**src/rtl/vsq_dequant_reader_pkg.sv**
```systemverilog
// -----------------------------------------------------------------------------
// vsq_dequant_reader_pkg
// Shared geometry, state encoding and the per-lane dequant helper used by the
// activation read-back path (vsq_dequant_reader and its skid FIFO).
// -----------------------------------------------------------------------------
package vsq_dequant_reader_pkg;

    localparam int DEPTH   = 64;               // RAM words per pass
    localparam int LANES   = 16;               // elements per word
    localparam int Q_W     = 4;                // signed quantized element
    localparam int SF_W    = 18;               // unsigned scale factor
    localparam int OUT_W   = 24;               // signed dequantized element
    localparam int ADDR_W  = 6;                // log2(DEPTH)
    localparam int BEAT_W  = OUT_W * LANES;    // one output beat
    localparam int ENTRY_W = BEAT_W + 1;       // beat plus its last flag

    localparam logic [ADDR_W-1:0] LAST_ADDR = ADDR_W'(DEPTH - 1);

    typedef enum logic [1:0] {
        ST_IDLE  = 2'd0,
        ST_RUN   = 2'd1,
        ST_DRAIN = 2'd2
    } state_e;

    // Signed INT4 times unsigned scale. The true product spans 22 signed bits,
    // so evaluating it directly at OUT_W yields the sign-extended result.
    function automatic logic [OUT_W-1:0] dequant_lane(input logic [Q_W-1:0]  q,
                                                      input logic [SF_W-1:0] sf);
        logic signed [OUT_W-1:0] q_ext_s;
        logic signed [OUT_W-1:0] sf_ext_s;
        q_ext_s  = {{(OUT_W - Q_W){q[Q_W-1]}}, q};
        sf_ext_s = {{(OUT_W - SF_W){1'b0}}, sf};
        return q_ext_s * sf_ext_s;
    endfunction

endpackage

```
**src/rtl/vsq_dequant_reader_fifo.sv**
```systemverilog
// -----------------------------------------------------------------------------
// vsq_skid_fifo
// Two-entry registered FIFO. The head entry is a register that drives dout
// directly, so consumers see no combinational path from pop to dout. When the
// FIFO empties the head is cleared, keeping dout at zero while nothing is held.
// Ports:
//   clk, rst_n   clock, async active-low reset
//   push, din    write strobe and entry
//   pop          remove head (only meaningful when not empty)
//   dout         head entry
//   count        occupancy 0..2
//   full, empty  occupancy flags
// -----------------------------------------------------------------------------
module vsq_skid_fifo #(
    parameter int WIDTH = 8
) (
    input  logic             clk,
    input  logic             rst_n,
    input  logic             push,
    input  logic [WIDTH-1:0] din,
    input  logic             pop,
    output logic [WIDTH-1:0] dout,
    output logic [1:0]       count,
    output logic             full,
    output logic             empty
);

    logic [WIDTH-1:0] head_r;
    logic [WIDTH-1:0] tail_r;
    logic [1:0]       count_r;

    // Shift-style storage: head always holds the oldest entry.
    always_ff @(posedge clk or negedge rst_n) begin
        if (!rst_n) begin
            head_r  <= '0;
            tail_r  <= '0;
            count_r <= 2'd0;
        end else begin
            case (count_r)
                2'd0: begin
                    if (push) begin
                        head_r  <= din;
                        count_r <= 2'd1;
                    end
                end
                2'd1: begin
                    if (push && pop) begin
                        head_r <= din;
                    end else if (push) begin
                        tail_r  <= din;
                        count_r <= 2'd2;
                    end else if (pop) begin
                        head_r  <= '0;
                        count_r <= 2'd0;
                    end
                end
                2'd2: begin
                    if (pop) begin
                        head_r <= tail_r;
                        if (push) begin
                            tail_r <= din;
                        end else begin
                            count_r <= 2'd1;
                        end
                    end
                end
                default: begin
                    head_r  <= '0;
                    count_r <= 2'd0;
                end
            endcase
        end
    end

    assign dout  = head_r;
    assign count = count_r;
    assign full  = (count_r == 2'd2);
    assign empty = (count_r == 2'd0);

    vsq_skid_fifo_chk u_chk (
        .clk   (clk),
        .rst_n (rst_n),
        .push  (push),
        .pop   (pop),
        .full  (full)
    );

endmodule

// -----------------------------------------------------------------------------
// vsq_skid_fifo_chk
// Flags a push into a full FIFO that is not popped in the same cycle.
// -----------------------------------------------------------------------------
module vsq_skid_fifo_chk (
    input logic clk,
    input logic rst_n,
    input logic push,
    input logic pop,
    input logic full
);

    // Overflow would silently drop a beat.
    always @(posedge clk) begin
        if (rst_n) begin
            a_no_overflow: assert (!(push && full && !pop));
        end
    end

endmodule

```
**src/rtl/vsq_dequant_reader.sv**
```systemverilog
// -----------------------------------------------------------------------------
// vsq_dequant_reader
// Streams DEPTH packed INT4xLANES words out of activation RAM, scales each
// element by its lane's scale factor and presents LANES x OUT_W signed
// activations per beat on a valid/ready interface.
// Ports:
//   i_clk, i_rst_n            clock, async active-low reset
//   i_start                   start a pass (accepted only when idle)
//   i_sf_valid, i_sf_data     load pending scale-factor vector
//   o_ram_re, o_ram_addr      RAM read request
//   i_ram_data                RAM read data, one cycle after o_ram_re
//   o_data, o_valid, i_ready  output beat handshake
//   o_last                    marks beat DEPTH-1
//   o_busy, o_done            pass in progress / pass completed pulse
// -----------------------------------------------------------------------------
module vsq_dequant_reader
    import vsq_dequant_reader_pkg::*;
(
    input  logic                    i_clk,
    input  logic                    i_rst_n,
    input  logic                    i_start,
    input  logic                    i_sf_valid,
    input  logic [SF_W*LANES-1:0]   i_sf_data,
    output logic                    o_ram_re,
    output logic [ADDR_W-1:0]       o_ram_addr,
    input  logic [Q_W*LANES-1:0]    i_ram_data,
    output logic [OUT_W*LANES-1:0]  o_data,
    output logic                    o_valid,
    input  logic                    i_ready,
    output logic                    o_last,
    output logic                    o_busy,
    output logic                    o_done
);

    state_e                  state_r;
    state_e                  state_s;
    logic [ADDR_W-1:0]       addr_r;
    logic                    inflight_r;
    logic                    inflight_last_r;
    logic [SF_W*LANES-1:0]   sf_pend_r;
    logic [SF_W*LANES-1:0]   sf_act_r;
    logic                    busy_r;
    logic                    done_r;

    logic                    start_acc_s;
    logic                    re_s;
    logic                    pop_s;
    logic                    last_acc_s;
    logic                    issue_room_s;
    logic [BEAT_W-1:0]       dq_data_s;
    logic [ENTRY_W-1:0]      fifo_din_s;
    logic [ENTRY_W-1:0]      fifo_dout_s;
    logic [1:0]              fifo_count_s;
    logic                    fifo_full_s;
    logic                    fifo_empty_s;

    assign start_acc_s = i_start && (state_r == ST_IDLE);
    assign pop_s       = !fifo_empty_s && i_ready;
    assign last_acc_s  = pop_s && fifo_dout_s[BEAT_W] && (state_r == ST_DRAIN);

    // Occupancy plus the read in flight must leave room for the new word;
    // a pop in this cycle frees one slot. Written as a sum compare to stay
    // non-negative.
    assign issue_room_s = ({1'b0, fifo_count_s} + {2'b00, inflight_r}) <
                          (3'd2 + {2'b00, pop_s});

    // Next-state and read-issue decode.
    always_comb begin
        state_s = state_r;
        re_s    = 1'b0;
        case (state_r)
            ST_IDLE: begin
                if (start_acc_s) begin
                    state_s = ST_RUN;
                end else begin
                    state_s = ST_IDLE;
                end
            end
            ST_RUN: begin
                if (issue_room_s) begin
                    re_s = 1'b1;
                end else begin
                    re_s = 1'b0;
                end
                if (re_s && (addr_r == LAST_ADDR)) begin
                    state_s = ST_DRAIN;
                end else begin
                    state_s = ST_RUN;
                end
            end
            ST_DRAIN: begin
                if (last_acc_s) begin
                    state_s = ST_IDLE;
                end else begin
                    state_s = ST_DRAIN;
                end
            end
            default: begin
                state_s = ST_IDLE;
                re_s    = 1'b0;
            end
        endcase
    end

    // State register.
    always_ff @(posedge i_clk or negedge i_rst_n) begin
        if (!i_rst_n) begin
            state_r <= ST_IDLE;
        end else begin
            state_r <= state_s;
        end
    end

    // Linear read address; parks on the final address until the next start.
    always_ff @(posedge i_clk or negedge i_rst_n) begin
        if (!i_rst_n) begin
            addr_r <= '0;
        end else if (start_acc_s) begin
            addr_r <= '0;
        end else if (re_s && (addr_r != LAST_ADDR)) begin
            addr_r <= addr_r + ADDR_W'(1);
        end
    end

    // Track the read whose data arrives next cycle and whether it is the last.
    always_ff @(posedge i_clk or negedge i_rst_n) begin
        if (!i_rst_n) begin
            inflight_r      <= 1'b0;
            inflight_last_r <= 1'b0;
        end else begin
            inflight_r      <= re_s;
            inflight_last_r <= re_s && (addr_r == LAST_ADDR);
        end
    end

    // Double-buffered scale factors; a same-cycle load bypasses into active.
    always_ff @(posedge i_clk or negedge i_rst_n) begin
        if (!i_rst_n) begin
            sf_pend_r <= '0;
            sf_act_r  <= '0;
        end else begin
            if (i_sf_valid) begin
                sf_pend_r <= i_sf_data;
            end
            if (start_acc_s) begin
                sf_act_r <= i_sf_valid ? i_sf_data : sf_pend_r;
            end
        end
    end

    // Busy and done flags.
    always_ff @(posedge i_clk or negedge i_rst_n) begin
        if (!i_rst_n) begin
            busy_r <= 1'b0;
            done_r <= 1'b0;
        end else begin
            if (start_acc_s) begin
                busy_r <= 1'b1;
            end else if (last_acc_s) begin
                busy_r <= 1'b0;
            end
            done_r <= last_acc_s;
        end
    end

    genvar g;
    generate
        for (g = 0; g < LANES; g++) begin : g_lane
            assign dq_data_s[g*OUT_W +: OUT_W] =
                dequant_lane(i_ram_data[g*Q_W +: Q_W], sf_act_r[g*SF_W +: SF_W]);
        end
    endgenerate

    assign fifo_din_s = {inflight_last_r, dq_data_s};

    vsq_skid_fifo #(
        .WIDTH (ENTRY_W)
    ) u_fifo (
        .clk   (i_clk),
        .rst_n (i_rst_n),
        .push  (inflight_r),
        .din   (fifo_din_s),
        .pop   (pop_s),
        .dout  (fifo_dout_s),
        .count (fifo_count_s),
        .full  (fifo_full_s),
        .empty (fifo_empty_s)
    );

    assign o_ram_re   = re_s;
    assign o_ram_addr = addr_r;
    assign o_data     = fifo_dout_s[BEAT_W-1:0];
    assign o_last     = fifo_dout_s[BEAT_W];
    assign o_valid    = !fifo_empty_s;
    assign o_busy     = busy_r;
    assign o_done     = done_r;

endmodule
```
**config.mk**
```make
export PLATFORM = sky130hd
export DESIGN_NAME = vsq_dequant_reader
export DESIGN_NICKNAME = d
export VERILOG_FILES = /design/src/rtl/vsq_dequant_reader_pkg.sv /design/src/rtl/vsq_dequant_reader_fifo.sv /design/src/rtl/vsq_dequant_reader.sv
export SDC_FILE = /design/constraint.sdc
export NUM_CORES = 2
export LEC_CHECK = 0
export CORE_AREA = 4 4 595 597
export DETAILED_ROUTE_END_ITERATION = 8
export DIE_AREA = 0 0 599 601
export PLACE_DENSITY = 0.4
export SLEW_MARGIN = 20
export SYNTH_ARGS = -nofsm -noshare
export SYNTH_HDL_FRONTEND = slang
export SYNTH_SLANG_ARGS = --single-unit
```
**constraint.sdc**
```tcl
create_clock -name i_clk -period 4.7 [get_ports i_clk]
set_input_delay 0.94 -clock i_clk [delete_from_list [all_inputs] [get_ports i_clk]]
set_output_delay 0.94 -clock i_clk [all_outputs]
set_load 0.05 [all_outputs]
```
* Yosys cells after proc, flatten, opt, wreduce, memory -nomap -nowiden
Index checks and enable logic that the tools add are counted.
** Word-level totals
- Flip-flop bits (word level) :: 1360
- Bits of input ports :: 357
- Output and inout bits :: 395
- Logic and storage cells :: 90
** Operators by class
- Add/subtract/negate cells :: 3
- Multipliers :: 16
- Magnitude comparators :: 1
- Equal/unequal tests :: 13
- Multiplexer cells :: 29
- Reduce and logical (&&, ||, !) cells :: 17
** Operators by type and width (count)
- $mux 385 :: 8
- $pmux 385 s3 :: 1
- $pmux 385 s2 :: 1
- $mul 4x19->23 :: 16
- $mux 288 :: 1
- $mux 2 :: 8
- $mux 6 :: 2
- $pmux 2 s3 :: 2
- $logic_and 1x1->1 :: 8
- $ne 2x2->1 const B :: 4
- $add 6x1->6 const B :: 1
- $eq 6x6->1 const B :: 1
- $mux 1 :: 6
- $ne 3x2->1 const B :: 2
- $ne 6x6->1 const B :: 1
- $reduce_bool 2->1 :: 3
- $reduce_and 5->1 :: 1
- $eq 2x1->1 const B :: 2
- $eq 2x2->1 const B :: 2
- $logic_not 2->1 :: 2
- $reduce_and 4->1 :: 1
- $add 2x1->3 :: 1
- $add 2x1->3 const A :: 1
- $lt 3x3->1 :: 1
- 3 further kinds :: 3

* Depth between registers and ports, before layout
- Depth after elaboration :: 11
- Depth in mapped cells :: 19
- Gate-level depth less buffers :: 18

* Hierarchy
A second synthesis with hierarchy kept.
** Second synthesis, totals
- Cells, all modules :: 8131
- Area, all modules :: 89339.4 um^2
** Modules (own cells, without submodules)
- vsq_dequant_reader :: times used 1, cells an instance 6011, area an instance 58273.4 um^2, seq. area each 14714.1 um^2
- vsq_skid_fifo :: times used 1, cells an instance 2120, area an instance 31066.0 um^2, seq. area each 19318.5 um^2

* Least setup slack after synthesis
No wires, ideal clock.
- Kind :: input to register
- From :: input port i_ram_data[45]
- To :: register u_fifo.tail_r[279]
- Setup time :: 130 ps
- Data arrival time :: 4989 ps
- Required time :: 4570 ps
- Setup slack :: -419 ps
- Stages on the path :: 17
- Buffers on the path :: 1
- Cell sequence :: clkbuf_1 -> nand2_1 -> fa_1 -> fa_1 -> fa_1 -> inv_1 -> ha_1 -> fa_1 -> a211oi_1 -> nor2_1 -> or2_1 -> a21oi_1 -> o21ai_1 -> a31o_2 -> o31ai_1 -> xor2_1 -> o21ai_0
** Between the ends
- Cells in the longest elaborated chain, start to end :: 4
- Elaborated cells between the ends (all ways) :: 5
- Classes of those cells :: mul (1); mux (4)
** Ends and longest elaborated chain
- start: declaration :: RTL line vsq_dequant_reader.sv:26 : input logic [Q_W*LANES-1:0] i_ram_data,
- $mul 4x19->23 (*) :: RTL line vsq_dequant_reader_pkg.sv:33 : return q_ext_s * sf_ext_s;
- $mux 385 (*) :: RTL line vsq_dequant_reader_fifo.sv:49, vsq_dequant_reader_fifo.sv:60
- $mux 385, on equally long branches :: RTL line vsq_dequant_reader_fifo.sv:58, vsq_dequant_reader_fifo.sv:47
- $pmux 385 s2 (*) :: RTL line vsq_dequant_reader_fifo.sv:39 : case (count_r)
- end signal: assignment :: RTL line vsq_dequant_reader_fifo.sv:50 : tail_r <= din;
- end signal: assignment :: RTL line vsq_dequant_reader_fifo.sv:61 : tail_r <= din;
- end: declaration :: RTL line vsq_dequant_reader_fifo.sv:29 : logic [WIDTH-1:0] tail_r;
Every way passes the cells marked *; elsewhere a longest branch is shown, timed or not. The select of a mux whose other input is x is not followed.
A chain may end at the register's enable or synchronous reset.

* Worst setup path after layout
- From :: input port i_ram_data[19]
- To :: register u_fifo.tail_r[114]
The elaborated chain is that of the path after synthesis.

==> results.txt <==
NetSw -> 8.93 mW
sequential share of power -> 39.8%
Core ar. -> 349000 um^2
nets -> 11.6k
Fmax -> 0.219 GHz
# Max-Cap Violations -> 0
element type at the critical path end -> flip-flop
synthesized area -> 86800 um^2
Synth Area per Inst -> 10.1 um^2
Final Slew Violations -> 0
total CTS buffers -> 171
Gate power share -> 15.7%
Std-Cell Rows -> 217
Synthesized Nets -> 10.2k
Critical Path Start Type -> input pin
via count of the first global-routing pass -> 71.8k
slowest CP cell -> clkdlybuf4s50_1
Pwr Density -> 277 nW/um^2
drt total wl -> 297 mm
Total GRT Usage -> 16.3%
CP max FO -> 14
Iter 0 DRT Violations -> 3532
min-delay worst type -> input pin to async pin
final setup fails -> 0
Synth-to-Final Area Change -> 29.4%
Yosys top cell by area -> dfrtp_1
placer congestion estimate -> 0.819
WL/cell -> 20.1 um
flop and latch count out of synthesis -> 1328
Inst Count DP -> 14.5k
Final ANT Viol Nets -> 0
Syn Inst Count -> 8587
crit-path cells -> clkdlybuf4s50_1 > buf_12 > nand2b_1 > fa_1 > fa_1 > inv_1 > fa_1 > ha_1 > a211oi_1 > o21bai_1 > a21oi_1 > o21ai_1 > a31oi_1 > o31a_1 > xor2_1 > o21ai_0
Clock Path Buffers -> 4
Crit Path Class -> input pin to flip-flop
Worst IR Drop VDD -> 0.239 mV
Port Buffer Count -> 751
DR pass1 iterations -> 5
final hold vios -> 0
register area share after synthesis -> 38.3%
die height -> 601 um
CTS tree -> done
r2r worst-path depth -> 17
Reg clk slew, reported paths -> 0.06 ns
fill cell count -> 35.7k
footprint of the multi-input gates -> 51200 um^2
R2R Setup Slk -> 0.25 ns
Tmin final -> 4.57 ns
post-detailed-placement half-perimeter wirelength -> 223 mm
synth top area cells -> dfrtp_1, fa_1, ha_1
clk_skew -> 0.0482 ns
via count -> 67.1k
DR vias/cell -> 4.55
data arrival time of the worst path -> 5.28 ns
Clk pwr share -> 44.6%
Distinct cells, synth -> 77
FF/Latch Area -> 33200 um^2
most used cell, CP -> fa_1
Post-synth EDFFs -> 0
leakage power -> 54.6 nW
Yosys warning count -> 0
Most used DFF post-synth -> dfrtp_1
Finished Layout Cells -> 14.8k
Sw Ratio -> 28.7%
asr flop ratio synth -> 100%
Internal -> 22.2 mW
largest net degree at the start of global routing -> 147
first-pass GRT wire length -> 457 mm
final instance area -> 112000 um^2
Clock Latency Late Sink -> 0.84 ns
layout cell share with drive strength beyond 1 -> 16.8%
hold_buf cts -> 0
Yosys top cell area share -> 38.3%
status -> finished clean
Placed Instance Area -> 106000 um^2
Tightest Pin Transition -> 1.03 ns
Clock Tree Root -> clkbuf_16
Die Wd -> 599 um
# IOs -> 752
drt drc -> 0
Worst Path Required -> 5.41 ns
RR Startpoint -> sf_act_r[252]
die footprint -> 360000 um^2
crit-path max cell delay -> 0.52 ns
grt total ovfl -> 0
Initial Util -> 24.9%
initial antenna violation count -> 34
fin crit share -> 97.2%
Num Clock Sinks -> 1328
CTS H-tree depth -> 4
r2r endpoint -> u_fifo.tail_r[357]
Slew HR -> 31.4%
[timing repair]
action,CTS,global route
buffers inserted,0,3
resized for setup,1,75
setup endpoints to repair,1,96
cloned,0,1
pin swaps,0,32
[worst max-delay path: cells and delay by family]
kind / cells / cell delay (ns)
xor gates and xnor gates: 1 / 0.41
adders and majority gates: 4 / 1.69
buffers and inverters: 3 / 0.73
AOI/OAI and AO/OA: 7 / 1.43
and+or+nand+nor: 1 / 0.08
[kinds of logic after synthesis]
| family | count (synthesis) | share of synthesized area [%] |
|---|---|---|
| and+or+nand+nor | 2869 | 15.5 |
| buffers and inverters | 709 | 3.20 |
| DFF | 1328 | 38.3 |
| adders and majority gates | 1251 | 22.6 |
| xor gates and xnor gates | 267 | 2.69 |
| muxes | 412 | 5.34 |
| AOI/OAI and AO/OA | 1751 | 12.4 |
[worst max-delay path by stage]
stage                   startpoint                 end  slack, ns  depth (start not counted)
floorplan           i_ram_data[57]  u_fifo.tail_r[351]     0.0006                         17
global placement    i_ram_data[54]  u_fifo.tail_r[329]      -0.98                         22
detailed placement  i_ram_data[38]  u_fifo.tail_r[237]      -0.93                         19
CTS                 i_ram_data[53]  u_fifo.tail_r[331]       0.02                         19
global route         sf_act_r[252]    u_fifo.dout[357]     -0.005                         17
finish              i_ram_data[19]  u_fifo.tail_r[114]       0.13                         16
[sequential cells by signal, summed over array words and instances (netlist names)]
name	cells
inflight_last_r	1
inflight_r	1
o_busy	1
o_done	1
o_ram_addr	6
sf_act_r	288
sf_pend_r	288
state_r	2
u_fifo.count	2
u_fifo.dout	369
u_fifo.tail_r	369
[synthesized netlist by cell type (10+ instances only)]
cell type,count
fa_1,528
nor2b_1,111
xor2_1,127
ha_1,723
o21bai_1,38
nand3_1,38
a21oi_1,239
buf_2,46
clkbuf_1,311
nor3_1,29
o21ai_0,715
nor2_1,279
nand2b_1,88
a221o_1,10
buf_1,34
buf_4,16
and2_1,736
a32oi_1,17
o21a_1,43
nand2_1,1502
o211ai_1,14
xnor2_1,140
a211oi_1,24
o31a_1,11
o21ai_1,49
nand4_1,27
inv_1,302
a22oi_1,335
a21o_1,133
dfrtp_1,1328
a31oi_1,34
mux2_2,409
and3_1,23
o31ai_1,15
[cells in the final DEF, fill, tap and decap left out, types with 172 or more instances in the layout]
master           instances
and2_1                 734
ha_1                   720
inv_1                  299
o21ai_0                701
dfrtp_1               1327
mux2_2                 409
a21oi_1                225
buf_4                  872
nand2_1               1500
nor2_1                 277
clkdlybuf4s50_1        738
clkbuf_16              172
a22oi_1                335
fa_1                   523
[stage by stage]
step                      total power, mW  util (%)  setup TNS (ns)  setup WS, ns  hold WS [ns]
after detailed placement             17.5      30.4         -236.48        -0.930         0.470
final                                31.1      32.2               0         0.132         0.101
after global placement               17.5      30.4         -231.69        -0.975         0.461
after global routing                 32.5      32.2        -0.00481      -0.00481        0.0861
after floorplan                      15.0         -               0      0.000553         0.449
after CTS                            31.8      32.1               0        0.0162        0.0333
[power groups by stage]
stage / Combinational [mW] / Sequential, mW / Clock [mW]
after global routing: 5.29 / 12.4 / 14.8
after CTS: 4.97 / 12.4 / 14.4
after floorplan: 1.55 / 13.4 / 0
after global placement: 4.91 / 12.6 / 0
final: 4.87 / 12.4 / 13.9
after detailed placement: 4.93 / 12.6 / 0
[layout make-up]
cell class	instances	area share, %
timing repair buffer	1676	13.5
sequential	1328	29.6
multi-input combinational	6550	45.6
clock buffer	226	4.29
clock inverter	73	0.919
inverter	302	1.01
tap	4599	5.12
antenna	15	0.0334
[per-layer routing]
| metal | wire (um) | GRT usage (%) | up-vias |
|---|---|---|---|
| met5 | 53 | 0 | - |
| met4 | 7240 | 3.80 | 8 |
| met3 | 12600 | 2.42 | 287 |
| met2 | 140000 | 27.2 | 1121 |
| met1 | 137000 | 22.2 | 33684 |
| li1 | - | - | 32028 |
No activity file was read; power rests on OpenSTA's default activity.
